`src/rtl/rob_mw_if.sv`:
```
// ---------------------------------------------------------------------------
// rob_mw_if -- bundle of every rob_mw signal except clock and reset.
//
// master modport (pipeline side) drives:
//   flush                          clear every entry this cycle
//   dispatch_valid / _T_new/_T_old per-lane allocation request and tags
//   cdb_valid / cdb_idx            per-lane completion by entry index
//   retire_en                      retire stage can accept this cycle
//   squash_valid / squash_idx      youngest surviving entry after mispredict
// slave modport (ROB side) drives:
//   dispatch_ready / dispatch_idx  allocation grant and slot per lane
//   retire_valid / _T_new / _T_old in-order retirement per lane
//   free_count / full / empty      occupancy status
// ---------------------------------------------------------------------------
interface rob_mw_if #(
  parameter int DEPTH     = 32,
  parameter int WIDTH     = 2,
  parameter int PREG_BITS = 6
);
  localparam int IDX = $clog2(DEPTH);

  logic                            flush;
  logic [WIDTH-1:0]                dispatch_valid;
  logic [WIDTH-1:0][PREG_BITS-1:0] dispatch_T_new;
  logic [WIDTH-1:0][PREG_BITS-1:0] dispatch_T_old;
  logic                            dispatch_ready;
  logic [WIDTH-1:0][IDX-1:0]       dispatch_idx;
  logic [WIDTH-1:0]                cdb_valid;
  logic [WIDTH-1:0][IDX-1:0]       cdb_idx;
  logic                            retire_en;
  logic [WIDTH-1:0]                retire_valid;
  logic [WIDTH-1:0][PREG_BITS-1:0] retire_T_new;
  logic [WIDTH-1:0][PREG_BITS-1:0] retire_T_old;
  logic                            squash_valid;
  logic [IDX-1:0]                  squash_idx;
  logic [IDX:0]                    free_count;
  logic                            full;
  logic                            empty;

  modport master (
    output flush, dispatch_valid, dispatch_T_new, dispatch_T_old,
           cdb_valid, cdb_idx, retire_en, squash_valid, squash_idx,
    input  dispatch_ready, dispatch_idx, retire_valid, retire_T_new,
           retire_T_old, free_count, full, empty
  );

  modport slave (
    input  flush, dispatch_valid, dispatch_T_new, dispatch_T_old,
           cdb_valid, cdb_idx, retire_en, squash_valid, squash_idx,
    output dispatch_ready, dispatch_idx, retire_valid, retire_T_new,
           retire_T_old, free_count, full, empty
  );
endinterface

```
`src/rtl/rob_mw.sv`:
```
// ---------------------------------------------------------------------------
// rob_mw -- multi-wide reorder buffer (circular, head = oldest, tail = next
// free slot). Each cycle it can allocate, complete and retire up to WIDTH
// entries, squash everything younger than a surviving branch, or flush all.
//
// Ports:
//   clock  sole clock, all state on posedge
//   reset  asynchronous active-high, clears every entry immediately
//   bus    rob_mw_if.slave, see rob_mw_if.sv for the signal list
// ---------------------------------------------------------------------------
module rob_mw #(
  parameter int DEPTH     = 32,
  parameter int WIDTH     = 2,
  parameter int PREG_BITS = 6
) (
  input logic     clock,
  input logic     reset,
  rob_mw_if.slave bus
);
  localparam int IDX = $clog2(DEPTH);
  localparam int CNT = IDX + 1;

  logic [DEPTH-1:0]     busy_q, busy_d;
  logic [DEPTH-1:0]     done_q, done_d;
  logic [PREG_BITS-1:0] tnew_q [DEPTH];
  logic [PREG_BITS-1:0] tnew_d [DEPTH];
  logic [PREG_BITS-1:0] told_q [DEPTH];
  logic [PREG_BITS-1:0] told_d [DEPTH];
  logic [IDX-1:0]       head_q, head_d;
  logic [IDX-1:0]       tail_q, tail_d;
  logic [CNT-1:0]       count_q, count_d;

  logic [CNT-1:0]       freeCount;
  logic [CNT-1:0]       dispCount;
  logic [CNT-1:0]       retireCount;
  logic [WIDTH-1:0]     retireValid;
  logic                 squashHit;
  logic [IDX-1:0]       sqOff;

  // Status is derived from the registered occupancy only, so a slot freed by
  // retirement this cycle is not offered to dispatch until the next cycle.
  assign freeCount          = CNT'(DEPTH) - count_q;
  assign bus.free_count     = freeCount;
  assign bus.full           = (count_q == CNT'(DEPTH));
  assign bus.empty          = (count_q == '0);
  assign bus.dispatch_ready = (freeCount >= CNT'(WIDTH)) && !bus.squash_valid
                              && !bus.flush;
  assign bus.retire_valid   = retireValid;

  // Valid lanes pack onto consecutive slots from tail; invalid lanes get 0.
  always_comb begin
    dispCount        = '0;
    bus.dispatch_idx = '0;
    for (int k = 0; k < WIDTH; k++) begin
      if (bus.dispatch_valid[k]) begin
        bus.dispatch_idx[k] = tail_q + IDX'(dispCount);
        dispCount           = dispCount + CNT'(1);
      end
    end
  end

  // Lane k retires only if every entry from head up to head+k is done, so the
  // lanes form an unbroken prefix and retireCount doubles as the head step.
  always_comb begin
    logic           chain;
    logic [IDX-1:0] slot;
    chain            = bus.retire_en;
    retireCount      = '0;
    retireValid      = '0;
    bus.retire_T_new = '0;
    bus.retire_T_old = '0;
    for (int k = 0; k < WIDTH; k++) begin
      slot  = head_q + IDX'(k);
      chain = chain && busy_q[slot] && done_q[slot];
      if (chain) begin
        retireValid[k]      = 1'b1;
        bus.retire_T_new[k] = tnew_q[slot];
        bus.retire_T_old[k] = told_q[slot];
        retireCount         = retireCount + CNT'(1);
      end
    end
  end

  // Updates are layered completion -> retire -> squash so that a clear always
  // wins over a same-cycle done mark on the same entry.
  always_comb begin
    logic [IDX-1:0] slot;
    logic [IDX-1:0] entOff;
    busy_d    = busy_q;
    done_d    = done_q;
    tnew_d    = tnew_q;
    told_d    = told_q;
    head_d    = head_q;
    tail_d    = tail_q;
    count_d   = count_q;
    slot      = '0;
    entOff    = '0;
    squashHit = bus.squash_valid && busy_q[bus.squash_idx];
    sqOff     = bus.squash_idx - head_q;

    if (bus.flush) begin
      busy_d  = '0;
      done_d  = '0;
      head_d  = '0;
      tail_d  = '0;
      count_d = '0;
    end else begin
      for (int k = 0; k < WIDTH; k++) begin
        if (bus.cdb_valid[k] && busy_q[bus.cdb_idx[k]]) begin
          done_d[bus.cdb_idx[k]] = 1'b1;
        end
      end

      for (int k = 0; k < WIDTH; k++) begin
        if (retireValid[k]) begin
          slot         = head_q + IDX'(k);
          busy_d[slot] = 1'b0;
          done_d[slot] = 1'b0;
        end
      end
      head_d = head_q + IDX'(retireCount);

      if (squashHit) begin
        // Age is the distance from head; anything older-than-tail but younger
        // than the squash point is dropped.
        for (int i = 0; i < DEPTH; i++) begin
          entOff = IDX'(i) - head_q;
          if (busy_q[i] && (entOff > sqOff)) begin
            busy_d[i] = 1'b0;
            done_d[i] = 1'b0;
          end
        end
        // If the squash point itself retires, nothing survives and the
        // buffer collapses onto the new head.
        if (CNT'(sqOff) < retireCount) begin
          tail_d  = head_d;
          count_d = '0;
        end else begin
          tail_d  = bus.squash_idx + IDX'(1);
          count_d = CNT'(sqOff) + CNT'(1) - retireCount;
        end
      end else if (bus.dispatch_ready) begin
        for (int k = 0; k < WIDTH; k++) begin
          if (bus.dispatch_valid[k]) begin
            slot         = bus.dispatch_idx[k];
            busy_d[slot] = 1'b1;
            done_d[slot] = 1'b0;
            tnew_d[slot] = bus.dispatch_T_new[k];
            told_d[slot] = bus.dispatch_T_old[k];
          end
        end
        tail_d  = tail_q + IDX'(dispCount);
        count_d = count_q - retireCount + dispCount;
      end else begin
        count_d = count_q - retireCount;
      end
    end
  end

  always_ff @(posedge clock or posedge reset) begin
    if (reset) begin
      busy_q  <= '0;
      done_q  <= '0;
      head_q  <= '0;
      tail_q  <= '0;
      count_q <= '0;
      for (int i = 0; i < DEPTH; i++) begin
        tnew_q[i] <= '0;
        told_q[i] <= '0;
      end
    end else begin
      busy_q  <= busy_d;
      done_q  <= done_d;
      head_q  <= head_d;
      tail_q  <= tail_d;
      count_q <= count_d;
      for (int i = 0; i < DEPTH; i++) begin
        tnew_q[i] <= tnew_d[i];
        told_q[i] <= told_d[i];
      end
    end
  end
endmodule

```
`src/flat_wrapper.sv`:
```
// flat-port wrapper written by rule: the top's interface ports become plain ports
module rob_mw_flat 
#(
  parameter int DEPTH     = 32,
  parameter int WIDTH     = 2,
  parameter int PREG_BITS = 6
)
  (clock, reset, bus_flush, bus_dispatch_valid, bus_dispatch_T_new, bus_dispatch_T_old, bus_cdb_valid, bus_cdb_idx, bus_retire_en, bus_squash_valid, bus_squash_idx, bus_dispatch_ready, bus_dispatch_idx, bus_retire_valid, bus_retire_T_new, bus_retire_T_old, bus_free_count, bus_full, bus_empty);
  rob_mw_if #(.DEPTH(DEPTH), .WIDTH(WIDTH), .PREG_BITS(PREG_BITS)) bus_i ();
  input logic clock;
  input logic reset;
  input wire logic [$bits(bus_i.flush)-1:0] bus_flush;
  input wire logic [$bits(bus_i.dispatch_valid)-1:0] bus_dispatch_valid;
  input wire logic [$bits(bus_i.dispatch_T_new)-1:0] bus_dispatch_T_new;
  input wire logic [$bits(bus_i.dispatch_T_old)-1:0] bus_dispatch_T_old;
  input wire logic [$bits(bus_i.cdb_valid)-1:0] bus_cdb_valid;
  input wire logic [$bits(bus_i.cdb_idx)-1:0] bus_cdb_idx;
  input wire logic [$bits(bus_i.retire_en)-1:0] bus_retire_en;
  input wire logic [$bits(bus_i.squash_valid)-1:0] bus_squash_valid;
  input wire logic [$bits(bus_i.squash_idx)-1:0] bus_squash_idx;
  output wire logic [$bits(bus_i.dispatch_ready)-1:0] bus_dispatch_ready;
  output wire logic [$bits(bus_i.dispatch_idx)-1:0] bus_dispatch_idx;
  output wire logic [$bits(bus_i.retire_valid)-1:0] bus_retire_valid;
  output wire logic [$bits(bus_i.retire_T_new)-1:0] bus_retire_T_new;
  output wire logic [$bits(bus_i.retire_T_old)-1:0] bus_retire_T_old;
  output wire logic [$bits(bus_i.free_count)-1:0] bus_free_count;
  output wire logic [$bits(bus_i.full)-1:0] bus_full;
  output wire logic [$bits(bus_i.empty)-1:0] bus_empty;
  assign bus_i.flush = bus_flush;
  assign bus_i.dispatch_valid = bus_dispatch_valid;
  assign bus_i.dispatch_T_new = bus_dispatch_T_new;
  assign bus_i.dispatch_T_old = bus_dispatch_T_old;
  assign bus_i.cdb_valid = bus_cdb_valid;
  assign bus_i.cdb_idx = bus_cdb_idx;
  assign bus_i.retire_en = bus_retire_en;
  assign bus_i.squash_valid = bus_squash_valid;
  assign bus_i.squash_idx = bus_squash_idx;
  assign bus_dispatch_ready = bus_i.dispatch_ready;
  assign bus_dispatch_idx = bus_i.dispatch_idx;
  assign bus_retire_valid = bus_i.retire_valid;
  assign bus_retire_T_new = bus_i.retire_T_new;
  assign bus_retire_T_old = bus_i.retire_T_old;
  assign bus_free_count = bus_i.free_count;
  assign bus_full = bus_i.full;
  assign bus_empty = bus_i.empty;
  rob_mw #(.DEPTH(DEPTH), .WIDTH(WIDTH), .PREG_BITS(PREG_BITS)) u_core (.clock(clock), .reset(reset), .bus(bus_i));
endmodule
```
`config.mk`:
```
export PLATFORM = sky130hd
export DESIGN_NAME = rob_mw_flat
export DESIGN_NICKNAME = d
export VERILOG_FILES = /design/src/rtl/rob_mw_if.sv /design/src/rtl/rob_mw.sv /design/src/flat_wrapper.sv
export SDC_FILE = /design/constraint.sdc
export NUM_CORES = 2
export LEC_CHECK = 0
export ABC_AREA = 1
export CAP_MARGIN = 20
export CORE_MARGIN = 8
export CORE_UTILIZATION = 64
export DETAILED_ROUTE_END_ITERATION = 16
export PLACE_DENSITY = 0.8
export REMOVE_ABC_BUFFERS = 1
export SLEW_MARGIN = 20
export SYNTH_ARGS = -nofsm -noshare
export SYNTH_HDL_FRONTEND = slang
export SYNTH_SLANG_ARGS = --single-unit
```
`constraint.sdc`:
```
create_clock -name clock -period 23.9 [get_ports clock]
set_input_delay 5.975 -clock clock [delete_from_list [all_inputs] [get_ports clock]]
set_output_delay 5.975 -clock clock [all_outputs]
set_load 0.02 [all_outputs]
```
==> metrics.yaml <==
clock_network:
  cts.sinks: 464
  cts_tree: "done"
  ctsResizeCount: 0
  cts_post_setup_buffers_inserted: 0
  cts_htree_levels: 2
  cts_buffer_depth: 3
  clk_pin_slew_ps: 60
  postCtsHoldBufs: 0
  numCtsBuffers: 51
  clockRootBuffer: "clkbuf_16"
  insertion_delay_ps: 640
global_route:
  overflow: 0
  grtUsageTotal: 0.439
  grt_pass1_vias: 37968
  grt_max_degree: 258
  antenna_found_initial: 3
  grt_pass1_wl_mm: 227
worst_setup_path:
  cp_common_cell: "clkdlybuf4s50_1"
  cp_cell_sequence: "clkdlybuf4s50_1 > nand3_1 > buf_4 > a21oi_1 > inv_1 > nor2_1 > clkdlybuf4s50_1"
  cpPeakStageDelay_ps: 670
  arrival_ps: 8970
  path_class: "primary input to primary output"
  critical-path-slowest-cell: "clkdlybuf4s50_1"
  path_max_fanout: 30
  worst_setup_path_start_kind: "primary input"
  cp.required_ps: 17930
  end_kind: "primary output"
placement:
  dpl.hpwl_mm: 98.4
  io_buffers: 92
  gp_congestion: 1.06
  placed_area_mm2: 0.0378
  place_inst: 5931
power:
  power_leakage_uw: 0.0174
  p_clk_frac: 0.358
  internal_power_uw: 1470
  comb_power_share: 0.227
  power_density_mw_per_mm2: 56.3
  seqPwrFrac: 0.414
  power.net_switching_uw: 751
  peakVddDrop_mv: 0.0783
  p_sw_frac: 0.338
floorplan:
  start_util: 0.645
  die_w_um: 257
  ios: 93
  dieArea_mm2: 0.0660
  num_rows: 88
  core_area_mm2: 0.0576
  die_y_um: 257
layout:
  fillers: 5071
  design_area_mm2: 0.0395
  seq_area_mm2: 0.0116
  post-route-util: 0.685
  multi_input_area_mm2: 0.0218
  stdcell_count: 6020
  final_nets: 5386
  drive_gt1_frac: 0.0655
  area_growth_syn_to_layout_pct: 6.19
synth:
  synth_edf_count: 0
  synth_warnings: 0
  synth_area_leader_cell: "dfrtp_1"
  async_flop_share: 1.00
  netlist.area_leader.share: 0.312
  synth.most_common_cell: "nand2_1"
  synth_ff_type: "dfrtp_1"
  syn_area_mm2: 0.0372
  ys_seq_elements: 464
  syn_inst: 5409
  synth.area.top_cells: "dfrtp_1 31%, nand2_1 12%, o21ai_0 9.1%"
  synth_cell_types: 64
  ys_seq_area_frac: 0.312
  synthTopCellsByCount: "1162 x nand2_1, 674 x o21ai_0, 484 x a21oi_1"
  syn_area_per_cell_um2: 6.87
route:
  vias_per_cell: 6.79
  vias: 40884
  dr.pass1.iters: 6
  ant_nets: 0
  drt_iter0_drc: 6467
  wl_per_cell_um: 25.1
  drt-total-wl_mm: 151
  drc: 0
timing:
  finalSetupViolations: 0
  max_freq_mhz: 66.9
  final-hold-violation-count: 0
  fin_crit_sh: 0.625
  fin_hold_ws_ps: 488
  slew_headroom: 0.178
  slew_violations: 0
  grt_setup_unrepaired: "no"
  finClkSkew_ps: 33.6
  tightest_slew_ps: 1220
  fin_crit_ps: 14940
status:
  run_status: "finished, final reports clean"
min_path:
  hp-class: "flip-flop to flip-flop"
job:
  maxCapViolations: 0
==> worst max-delay path, delay by kind of cell <==
family,cells,cell delay (ps)
AO/OA/AOI/OAI,1,430
AND/OR/NAND/NOR,2,470
buffers and inverters,4,2070
==> logic make-up (layout without fill, tap and decap cells) <==
group,count (synthesis),count (layout),synth area share
AO/OA/AOI/OAI,1749,1749,0.270
XOR/XNOR,37,37,0.00892
adder cells (fa/ha/maj),117,117,0.0406
buffers and inverters,887,732,0.104
flip-flops,464,464,0.312
multiplexers,63,63,0.0170
other,0,1,0
AND/OR/NAND/NOR,2092,2092,0.247
==> registers in the layout, indices dropped and copies added, names as in the netlist <==
signal          count
u_core.count_q      6
u_core.told_q     192
u_core.busy_q      32
u_core.head_q       5
u_core.tnew_q     192
u_core.tail_q       5
u_core.done_q      32
==> per-stage QoR <==
| step | setup WS [ps] | total power, uW | setup TNS, ps |
|---|---|---|---|
| detailed placement | 9170 | 1410 | 0 |
| global route | 8950 | 2300 | 0 |
| floorplan | -3110 | 1220 | -38700 |
| CTS | 9160 | 2190 | 0 |
| finish | 8960 | 2220 | 0 |
| global placement | 9200 | 1400 | 0 |
==> placed cells by master (no fill, tap or decap), types with 13 or more instances in the layout <==
cell,count
o21ai_1,192
nor2_4,22
dfrtp_1,460
o311ai_0,58
nand3_1,350
buf_4,75
a21oi_1,484
a32oi_1,118
a22oi_1,19
o311a_1,14
inv_1,411
xor2_1,29
a31oi_1,37
o211ai_1,34
clkbuf_16,51
o21ai_2,24
inv_2,43
a211oi_1,27
clkdlybuf4s50_1,90
mux2i_1,63
o31ai_1,29
ha_1,110
nor3_1,42
nand4_1,73
nand2_1,1162
clkbuf_8,13
nor2_1,374
o21ai_0,674
==> power by group through the flow <==
stage	logic (uW)	clock network (uW)	registers, uW
floorplan	308	0	917
global placement	474	0	927
detailed placement	482	0	930
CTS	485	789	917
global route	549	820	928
finish	504	796	920
==> routing by layer <==
layer	global-route usage	wire length, um	up-vias
li1	-	-	18214
met1	0.554	54400	18574
met2	0.629	61100	3261
met3	0.125	21400	829
met4	0.338	13900	6
met5	0	36	-
==> area by class of cell <==
type                       instances  share of cell area
multi-input combinational       4058               0.552
sequential                       464               0.295
inverter                         470              0.0463
timing repair buffer             176              0.0413
clock buffer                      73              0.0377
tap                              765              0.0243
clock inverter                    13             0.00336
antenna                            1           0.0000634
==> path summary, 6_finish.rpt <==
path | startpoint | to | slack, ps | cells past startpoint
worst min-delay path | u_core.tnew_q[36] | u_core.tnew_q[36] | 490 | 2
min in group asynchronous | reset | u_core.told_q[173] | 5810 | 2
worst min register to register | u_core.tnew_q[36] | u_core.tnew_q[36] | 490 | 2
worst max-delay path | bus_retire_en | bus_retire_T_new[11] | 8960 | 7
max in group asynchronous | reset | u_core.tnew_q[8] | 15850 | 4
worst max register to register | u_core.head_q[1] | u_core.count_q[5] | 17590 | 24
(Power assumes the default switching activity.)
